--- src/rtl/hash_arbiter_pkg.sv ---
// hash_arbiter_pkg
//   Shared definitions for the hash arbiter: FSM state encoding and the
//   width of one hash data word. No ports.
package hash_arbiter_pkg;

    localparam int HASH_W = 32;

    typedef enum logic [1:0] {
        S_IDLE    = 2'd0,
        S_START   = 2'd1,
        S_BUSY    = 2'd2,
        S_RELEASE = 2'd3
    } state_e;

endpackage

--- src/rtl/hash_arbiter_rr_pick.sv ---
// rr_pick
//   Combinational round-robin first-set finder. Starting at ptr_i and
//   wrapping around, returns the index of the first set bit of pending_i.
//   Ports:
//     pending_i  in  N_REQ  request vector
//     ptr_i      in  REQ_W  highest-priority position (must be < N_REQ)
//     idx_o      out REQ_W  selected index (0 when nothing is pending)
//     valid_o    out 1      at least one bit of pending_i is set
module rr_pick #(
    parameter int N_REQ = 2,
    parameter int REQ_W = 1
) (
    input  logic [N_REQ-1:0] pending_i,
    input  logic [REQ_W-1:0] ptr_i,
    output logic [REQ_W-1:0] idx_o,
    output logic             valid_o
);

    // Scan from the farthest offset down to offset 0 so the candidate
    // closest to the pointer is the last one written and therefore wins.
    always_comb begin
        idx_o   = '0;
        valid_o = 1'b0;
        for (int i = N_REQ - 1; i >= 0; i--) begin
            if (pending_i[(int'(ptr_i) + i) % N_REQ]) begin
                idx_o   = REQ_W'((int'(ptr_i) + i) % N_REQ);
                valid_o = 1'b1;
            end
        end
    end

endmodule

--- src/rtl/hash_arbiter.sv ---
// hash_arbiter
//   Shares one SHAKE hash core between N_REQ requesters. Start pulses are
//   latched into a pending register, the core is granted round-robin, the
//   owner's signals are routed to/from the core, and ownership ends on the
//   force_done / force_done_ack handshake.
//   Ports:
//     i_clk, i_rst            clock, synchronous active-high reset
//     i_req_*                 per-requester inputs (32-bit slice k = [32k+31:32k])
//     o_req_addr/o_req_data_out  broadcast from the core, ungated
//     o_req_rd_en/_data_out_valid/_force_done_ack  gated to the owner only
//     o_grant, o_busy         one-hot owner, core in use
//     o_hash_*/i_hash_*       hash core interface
//     o_dbg_state, o_dbg_pending  FSM state and pending register
//   Handshake: the owner holds i_req_force_done until the core answers with
//   i_hash_force_done_ack; that ack (only honoured in S_BUSY) ends ownership.
module hash_arbiter
    import hash_arbiter_pkg::*;
#(
    parameter int N_REQ  = 2,
    parameter int ADDR_W = 4,
    parameter int REQ_W  = (N_REQ > 1) ? $clog2(N_REQ) : 1
) (
    input  logic                    i_clk,
    input  logic                    i_rst,
    input  logic [N_REQ-1:0]        i_req_start,
    input  logic [HASH_W*N_REQ-1:0] i_req_data_in,
    input  logic [32*N_REQ-1:0]     i_req_input_length,
    input  logic [32*N_REQ-1:0]     i_req_output_length,
    input  logic [N_REQ-1:0]        i_req_data_out_ready,
    input  logic [N_REQ-1:0]        i_req_force_done,
    output logic [ADDR_W-1:0]       o_req_addr,
    output logic [N_REQ-1:0]        o_req_rd_en,
    output logic [HASH_W-1:0]       o_req_data_out,
    output logic [N_REQ-1:0]        o_req_data_out_valid,
    output logic [N_REQ-1:0]        o_req_force_done_ack,
    output logic [N_REQ-1:0]        o_grant,
    output logic                    o_busy,
    output logic [HASH_W-1:0]       o_hash_data_in,
    input  logic [ADDR_W-1:0]       i_hash_addr,
    input  logic                    i_hash_rd_en,
    input  logic [HASH_W-1:0]       i_hash_data_out,
    input  logic                    i_hash_data_out_valid,
    output logic                    o_hash_data_out_ready,
    output logic [31:0]             o_hash_input_length,
    output logic [31:0]             o_hash_output_length,
    output logic                    o_hash_start,
    input  logic                    i_hash_force_done_ack,
    output logic                    o_hash_force_done,
    output logic [1:0]              o_dbg_state,
    output logic [N_REQ-1:0]        o_dbg_pending
);

    state_e             state_q, state_d;
    logic [N_REQ-1:0]   pending_q, pending_d;
    logic [REQ_W-1:0]   idx_q, idx_d;
    logic [REQ_W-1:0]   rr_q, rr_d;
    logic [REQ_W-1:0]   pick_idx;
    logic               pick_valid;
    logic               owned;
    logic [N_REQ-1:0]   grant_oh;

    rr_pick #(
        .N_REQ (N_REQ),
        .REQ_W (REQ_W)
    ) u_rr_pick (
        .pending_i (pending_q),
        .ptr_i     (rr_q),
        .idx_o     (pick_idx),
        .valid_o   (pick_valid)
    );

    assign owned    = (state_q == S_START) || (state_q == S_BUSY);
    assign grant_oh = owned ? (N_REQ'(1) << idx_q) : '0;

    always_ff @(posedge i_clk) begin
        if (i_rst) begin
            state_q   <= S_IDLE;
            pending_q <= '0;
            idx_q     <= '0;
            rr_q      <= '0;
        end else begin
            state_q   <= state_d;
            pending_q <= pending_d;
            idx_q     <= idx_d;
            rr_q      <= rr_d;
        end
    end

    always_comb begin
        state_d = state_q;
        idx_d   = idx_q;
        rr_d    = rr_q;
        // A start from the current owner is dropped; everyone else is latched.
        pending_d = pending_q | (i_req_start & ~grant_oh);
        unique case (state_q)
            S_IDLE: begin
                if (pick_valid) begin
                    idx_d               = pick_idx;
                    pending_d[pick_idx] = 1'b0;
                    state_d             = S_START;
                end
            end
            S_START: state_d = S_BUSY;
            S_BUSY: begin
                if (i_hash_force_done_ack) begin
                    state_d = S_RELEASE;
                end
            end
            S_RELEASE: begin
                rr_d    = (idx_q == REQ_W'(N_REQ - 1)) ? '0 : idx_q + REQ_W'(1);
                state_d = S_IDLE;
            end
            default: state_d = S_IDLE;
        endcase
    end

    always_comb begin
        o_hash_data_in        = '0;
        o_hash_input_length   = '0;
        o_hash_output_length  = '0;
        o_hash_data_out_ready = 1'b0;
        o_req_rd_en           = '0;
        o_req_data_out_valid  = '0;
        o_req_force_done_ack  = '0;
        if (owned) begin
            o_hash_data_in        = i_req_data_in[HASH_W*idx_q +: HASH_W];
            o_hash_input_length   = i_req_input_length[32*idx_q +: 32];
            o_hash_output_length  = i_req_output_length[32*idx_q +: 32];
            o_hash_data_out_ready = i_req_data_out_ready[idx_q];
            o_req_rd_en           = grant_oh & {N_REQ{i_hash_rd_en}};
            o_req_data_out_valid  = grant_oh & {N_REQ{i_hash_data_out_valid}};
            o_req_force_done_ack  = grant_oh & {N_REQ{i_hash_force_done_ack}};
        end
    end

    assign o_req_addr        = i_hash_addr;
    assign o_req_data_out    = i_hash_data_out;
    assign o_hash_start      = (state_q == S_START);
    assign o_hash_force_done = (state_q == S_BUSY) && i_req_force_done[idx_q];
    assign o_grant           = grant_oh;
    assign o_busy            = (state_q != S_IDLE);
    assign o_dbg_state       = state_q;
    assign o_dbg_pending     = pending_q;

endmodule

--- config.mk ---
export PLATFORM = sky130hd
export DESIGN_NAME = hash_arbiter
export DESIGN_NICKNAME = d
export VERILOG_FILES = /design/src/rtl/hash_arbiter_pkg.sv /design/src/rtl/hash_arbiter_rr_pick.sv /design/src/rtl/hash_arbiter.sv
export SDC_FILE = /design/constraint.sdc
export NUM_CORES = 1
export LEC_CHECK = 0
export CAP_MARGIN = 25
export CORE_AREA = 2 2 152 154
export DETAILED_ROUTE_END_ITERATION = 8
export DIE_AREA = 0 0 154 156
export GPL_TIMING_DRIVEN = 1
export SLEW_MARGIN = 0
export SYNTH_ARGS = -nofsm -noshare
export SYNTH_HDL_FRONTEND = slang
export SYNTH_SLANG_ARGS = --single-unit
--- constraint.sdc ---
create_clock -name i_clk -period 4.5 [get_ports i_clk]
set_input_delay 0.675 -clock i_clk [delete_from_list [all_inputs] [get_ports i_clk]]
set_output_delay 0.675 -clock i_clk [all_outputs]
set_load 0.005 [all_outputs]
==> impl_metrics.env, run 1 <==
export IMPL_n_antenna_cell=0
export IMPL_routed_wl_mm=11.5
export IMPL_synth_distinct_cells=24
export IMPL_numCtsBuffers=3
export IMPL_ys_warn_count=0
export IMPL_io_buffers=314
export IMPL_routabilityCongestion=0.690
export IMPL_p_leak_nw=1.90
export IMPL_power_mw=2.03
export IMPL_r2r_start="o_dbg_state[0]"
export IMPL_grt_use_total=0.0844
export IMPL_p_switching_mw=0.689
export IMPL_grt_max_degree=55
export IMPL_p_sw_frac=0.340
export IMPL_synthToLayoutAreaGrowth_pct=133
export IMPL_cts_root_buf="clkbuf_16"
export IMPL_cts_tree="built"
export IMPL_worstHoldStart="rr_q"
export IMPL_post_synth_cell_area_avg_um2=8.09
export IMPL_worstReg2RegEnd="o_dbg_pending[1]"
export IMPL_ys_ff_latch=6
export IMPL_cts_resized=0
export IMPL_ant_nets=0
export IMPL_power_frac_comb=0.867
export IMPL_clock_latency_ns=0.23
export IMPL_ff2ff_path_depth=6
export IMPL_clkSlewWorstSetupHoldPaths_ns=0.03
export IMPL_power_density_mw_per_mm2=360
export IMPL_die_area_mm2=0.0240
export IMPL_num_rows=55
export IMPL_fin_crit_ns=2.88
export IMPL_synth_async_sr_flop_share=0
export IMPL_pre_cts_ws_ns=1.81
export IMPL_multi_input_area_mm2=0.00186
export IMPL_ctsHtreeMaxLevel=1
export IMPL_drt_iter0_markers=101
export IMPL_hold_viol_final=0
export IMPL_avgRoutedWirePerCell_um=13.6
export IMPL_io_pins=387
export IMPL_maxCapViolCount=0
export IMPL_crit_fanout=54
export IMPL_seqCellArea_um2=124
export IMPL_hold_path_class="flip-flop to flip-flop"
export IMPL_worstMarginPinSlew_ns=0.575
export IMPL_dpl_hpwl_mm=9.82
export IMPL_slew_violations=0
export IMPL_grt_pass1_wl_mm=15.9
export IMPL_cts_sinks=6
export IMPL_r2r_slack_ns=2.68
export IMPL_cp_start_kind="flip-flop"
export IMPL_rsz0062_at_grt="no"
export IMPL_die_x_um=154
export IMPL_max_slew_margin=0.617
export IMPL_fin_crit_sh=0.640
export IMPL_via_count=2969
export IMPL_core_mm2=0.0224
export IMPL_synth_seq_area_share=0.0496
export IMPL_start_util=0.108
export IMPL_fmax_ghz=0.347
export IMPL_synthCells=299
export IMPL_antenna_found_initial=0
export IMPL_hold_end="rr_q"
export IMPL_ctsHoldBuffers=0
export IMPL_arrival_ns=2.21
export IMPL_synth_ff_type="dfxtp_1"
export IMPL_drc=0
export IMPL_nFillCells=2421
export IMPL_setup_worst_path_class="flip-flop to output port"
export IMPL_viasPerCell=3.51
export IMPL_num_nets_final=807
export IMPL_gr_total_overflow=0
export IMPL_synth_nets=543
export IMPL_hold_depth=2
export IMPL_setup_ws_ns=1.62
export IMPL_dp_cells=843
export IMPL_outcome="completed"
export IMPL_utilization=0.252
export IMPL_die_h_um=156
export IMPL_synth_edff_count=0
export IMPL_power_internal_mw=1.34
export IMPL_stdcell_count=847
export IMPL_netlist_area_mm2=0.00242
export IMPL_first_pass_iters=4
export IMPL_cp_end_kind="output port"
export IMPL_setup_violations_final=0
export IMPL_skew_ns=0.00398
export IMPL_cts_setup_buffers=0
export IMPL_finalSetupTns_ns=0
export IMPL_pwr_share_clk=0.074
export IMPL_vdd_ir_drop_max_mv=0.253
export IMPL_seq_power_share=0.059
export IMPL_clockBufferDepth=2
export IMPL_drive_gt1_frac=0.0214
export IMPL_required_ns=3.83
export IMPL_grt_pass1_vias=2744
## state kept, by name (all words and copies together) (netlist names)
signal and cells:
idx_q 1, rr_q 1, o_dbg_state 2, o_dbg_pending 2
## worst max-delay path, stage by stage (launching register included)
cell             delay (ns)
dfxtp_1                0.40
inv_1                  0.11
ha_2                   0.34
buf_4                  0.37
nor2b_1                0.21
clkdlybuf4s50_1        0.51
## worst max path at each step
stage	startpoint	to	depth (start not counted)
finish	o_dbg_state[0]	o_hash_output_length[21]	5
global route	o_dbg_state[0]	o_hash_data_out_ready	5
CTS	o_dbg_state[0]	o_hash_data_out_ready	5
detailed placement	o_dbg_state[0]	o_hash_data_out_ready	5
global placement	idx_q	o_hash_data_out_ready	4
floorplan	o_dbg_state[0]	o_hash_data_in[0]	5
## layout make-up
cell class              instances  share of cell area
clock buffers                   4              0.0140
flip-flops and latches          6              0.0220
well taps                     285              0.0633
multi-input cells             230               0.330
inverters                       4             0.00266
repair buffers                318               0.568
## cells in the final DEF (no fill, tap or decap), drive strengths merged
cell type and count:
or3b 3, dfxtp 6, buf 4, or2b 1, and3 3, a21oi 3
a32oi 1, o21ai 1, ha 5, o21a 1, nor2 3, nand2 1
mux2i 99, clkbuf 4, a211oi 1, nor2b 99, and2 5, inv 4
a21boi 1, nand2b 2, clkdlybuf4s50 314, a21bo 1
## metrics by stage
stage | hold WS (ns) | area (um2)
5_1_grt | 0.567 | 5630
2_1_floorplan | 0.472 | 2420
3_5_place_dp | 0.509 | 5560
4_1_cts | 0.510 | 5630
3_3_place_gp | 0.498 | 5560
6_report | 0.505 | 5630
## power groups by stage
stage | registers, mW | clock network [mW] | logic [mW]
final | 0.120 | 0.150 | 1.76
after global routing | 0.127 | 0.156 | 1.90
after CTS | 0.123 | 0.153 | 1.79
after detailed placement | 0.123 | 0 | 1.79
after global placement | 0.122 | 0 | 1.79
after floorplan | 0.0823 | 0 | 0.842
## cell usage after synthesis (3+ instances only)
master | number | area (um2)
mux2i_1 | 99 | 991
nor2b_1 | 99 | 619
buf_4 | 37 | 278
clkbuf_1 | 10 | 37.5
buf_6 | 8 | 90.1
dfxtp_1 | 6 | 120
ha_1 | 5 | 62.6
and2_1 | 4 | 25.0
buf_2 | 4 | 20.0
inv_1 | 4 | 15.0
a21oi_1 | 3 | 15.0
and3_1 | 3 | 18.8
nor2_1 | 3 | 11.3
or3b_1 | 3 | 26.3
## layer usage
layer | routed length, um | up-vias | global-route usage
met2 | 5910 | 186 | 0.158
li1 | - | 1486 | -
met5 | 0 | - | 0
met3 | 1440 | 14 | 0.0394
met4 | 138 | 0 | 0.0165
met1 | 4050 | 1283 | 0.0860
## cell families after synthesis
logic type	Yosys count	synth area share
AOI/OAI and AO/OA	9	0.0300
and+or+nand+nor	117	0.303
buffers and inverters	63	0.182
muxes	99	0.410
DFF	6	0.0496
adders and majority gates	5	0.0259
No activity file was read; power rests on OpenSTA's default activity.
==> run 2: changes to the inputs <==
==> constraint.sdc (replaced) <==
create_clock -name i_clk -period 2.48 [get_ports i_clk]
set_input_delay 0.372 -clock i_clk [delete_from_list [all_inputs] [get_ports i_clk]]
set_output_delay 0.372 -clock i_clk [all_outputs]
set_load 0.005 [all_outputs]
==> run 2 against run 1 <==
Compared with the run above:
- combinational power grew 110%
- final cell count grew 1.1%
- register-to-register slack lost 1.8 ns
- die area is the same
- power grew 100%
- utilization grew 0.77 points
==> impl_metrics.env, run 2 (synthesized netlist as in run 1, its figures left out) <==
export IMPL_worstMarginPinSlew_ns=0.336
export IMPL_cp_end_kind="output port"
export IMPL_die_x_um=154
export IMPL_num_nets_final=816
export IMPL_maxCapViolCount=0
export IMPL_gr_total_overflow=0
export IMPL_n_antenna_cell=0
export IMPL_max_slew_margin=0.770
export IMPL_layout_common_cells="clkdlybuf4s50_1 (314), mux2i_1 (99), nor2b_1 (98)"
export IMPL_hold_viol_final=0
export IMPL_slew_violations=0
export IMPL_core_mm2=0.0224
export IMPL_multi_input_area_mm2=0.00187
export IMPL_hold_path_class="flip-flop to flip-flop"
export IMPL_routabilityCongestion=0.715
export IMPL_utilization=0.260
export IMPL_skew_ns=0.00349
export IMPL_r2r_start="o_dbg_state[1]"
export IMPL_setup_worst_path_class="flip-flop to output port"
export IMPL_required_ns=2.11
export IMPL_r2r_slack_ns=0.84
export IMPL_hold_end="rr_q"
export IMPL_avgRoutedWirePerCell_um=14.2
export IMPL_hold_worst_slack_ns=0.509
export IMPL_p_switching_mw=1.39
export IMPL_viasPerCell=3.53
export IMPL_final_common_cell="clkdlybuf4s50_1"
export IMPL_io_pins=387
export IMPL_crit_fanout=25
export IMPL_numCtsBuffers=3
export IMPL_drc=0
export IMPL_seqCellArea_um2=125
export IMPL_num_rows=55
export IMPL_dpl_hpwl_mm=9.76
export IMPL_start_util=0.108
export IMPL_hold_depth=2
export IMPL_grt_max_degree=51
export IMPL_cp_start_kind="flip-flop"
export IMPL_routed_wl_mm=12.1
export IMPL_worstReg2RegEnd="o_dbg_pending[0]"
export IMPL_cts_sinks=6
export IMPL_fin_crit_sh=0.952
export IMPL_power_density_mw_per_mm2=704
export IMPL_ctsHtreeMaxLevel=1
export IMPL_arrival_ns=1.99
export IMPL_outcome="completed"
export IMPL_fmax_ghz=0.423
export IMPL_synthToLayoutAreaGrowth_pct=140
export IMPL_worstHoldStart="rr_q"
export IMPL_io_buffers=314
export IMPL_die_area_mm2=0.0240
export IMPL_fin_crit_ns=2.36
export IMPL_cts_root_buf="clkbuf_16"
export IMPL_setup_violations_final=0
export IMPL_power_frac_comb=0.894
export IMPL_grt_pass1_vias=2966
export IMPL_p_leak_nw=1.99
export IMPL_power_mw=4.08
export IMPL_rsz0062_at_grt="no"
export IMPL_ctsHoldBuffers=0
export IMPL_vdd_ir_drop_max_mv=0.295
export IMPL_nFillCells=2433
export IMPL_antenna_found_initial=0
export IMPL_power_internal_mw=2.69
export IMPL_die_h_um=156
export IMPL_clockBufferDepth=2
export IMPL_grt_use_total=0.0836
export IMPL_drt_iter0_markers=78
export IMPL_ant_nets=0
export IMPL_seq_power_share=0.039
export IMPL_pwr_share_clk=0.066
export IMPL_first_pass_iters=4
export IMPL_clock_latency_ns=0.23
export IMPL_ff2ff_path_depth=6
export IMPL_drive_gt1_frac=0.0403
export IMPL_grt_pass1_wl_mm=16.0
export IMPL_finalSetupTns_ns=0
export IMPL_cts_tree="built"
export IMPL_clkSlewWorstSetupHoldPaths_ns=0.03
export IMPL_p_sw_frac=0.341
export IMPL_via_count=3025
-- run 2: worst max path at each step --
stage / depth (start not counted) / slack, ns / endpoint / startpoint
2_1_floorplan: 5 / 0.77 / o_hash_data_in[0] / o_dbg_state[0]
3_3_place_gp: 5 / 0.22 / o_req_force_done_ack[0] / o_dbg_state[0]
3_5_place_dp: 5 / 0.17 / o_req_force_done_ack[0] / o_dbg_state[0]
4_1_cts: 5 / 0.06 / o_hash_output_length[2] / o_dbg_state[0]
5_1_grt: 6 / 0.03 / o_hash_output_length[6] / o_dbg_state[0]
6_report: 6 / 0.12 / o_hash_output_length[3] / o_dbg_state[0]
-- run 2: per-layer routing --
metal	global-route usage	vias to the layer above	part of all wire
met5	0	-	0
met4	0.00890	0	0.0076
met3	0.0342	10	0.11
met2	0.159	195	0.51
met1	0.0890	1320	0.37
li1	-	1500	-
-- run 2: worst max-delay path, cell delays in order, from the launching register on --
cell and delay, ns:
dfxtp_2 0.36, inv_2 0.07, ha_4 0.36, buf_12 0.13, clkbuf_16 0.17, nor2b_1 0.13
clkdlybuf4s50_1 0.53
-- run 2: what timing repair did --
action                                  4_1_cts  5_1_grt
pin swaps                                     0        1
endpoints found under the setup margin       14       16
gates resized for setup                       2        2
gates cloned                                  0        2
setup buffers                                 0        2
-- run 2: power groups by stage --
stage / combinational [mW] / sequential (mW) / clock (mW)
2_1_floorplan: 1.53 / 0.149 / 0
3_3_place_gp: 3.43 / 0.156 / 0
3_5_place_dp: 3.43 / 0.159 / 0
4_1_cts: 3.47 / 0.158 / 0.273
5_1_grt: 3.93 / 0.167 / 0.279
6_report: 3.65 / 0.161 / 0.272
-- run 2: area by class of cell --
type,count,share of cell area
timing repair buffer,327,0.578
multi-input combinational,230,0.323
tap,285,0.0614
sequential,6,0.0216
clock buffer,4,0.0136
inverter,4,0.00259
-- run 2: stage by stage --
step | area, um2 | instances | worst slack [ns]
floorplan | 2420 | 299 | 0.775
global placement | 5630 | 848 | 0.224
detailed placement | 5630 | 848 | 0.170
CTS | 5720 | 852 | 0.0556
global route | 5810 | 856 | 0.0302
finish | 5810 | 856 | 0.118
==> run 3: changes to the inputs <==
--- a/config.mk
+++ b/config.mk
@@ -10,6 +10,7 @@
 export DETAILED_ROUTE_END_ITERATION = 8
 export DIE_AREA = 0 0 154 156
 export GPL_TIMING_DRIVEN = 1
+export HOLD_SLACK_MARGIN = 0.12
 export SLEW_MARGIN = 0
 export SYNTH_ARGS = -nofsm -noshare
 export SYNTH_HDL_FRONTEND = slang
==> results of run 3 <==
The final DEF is identical to that of run 2; final timing and power are the same.
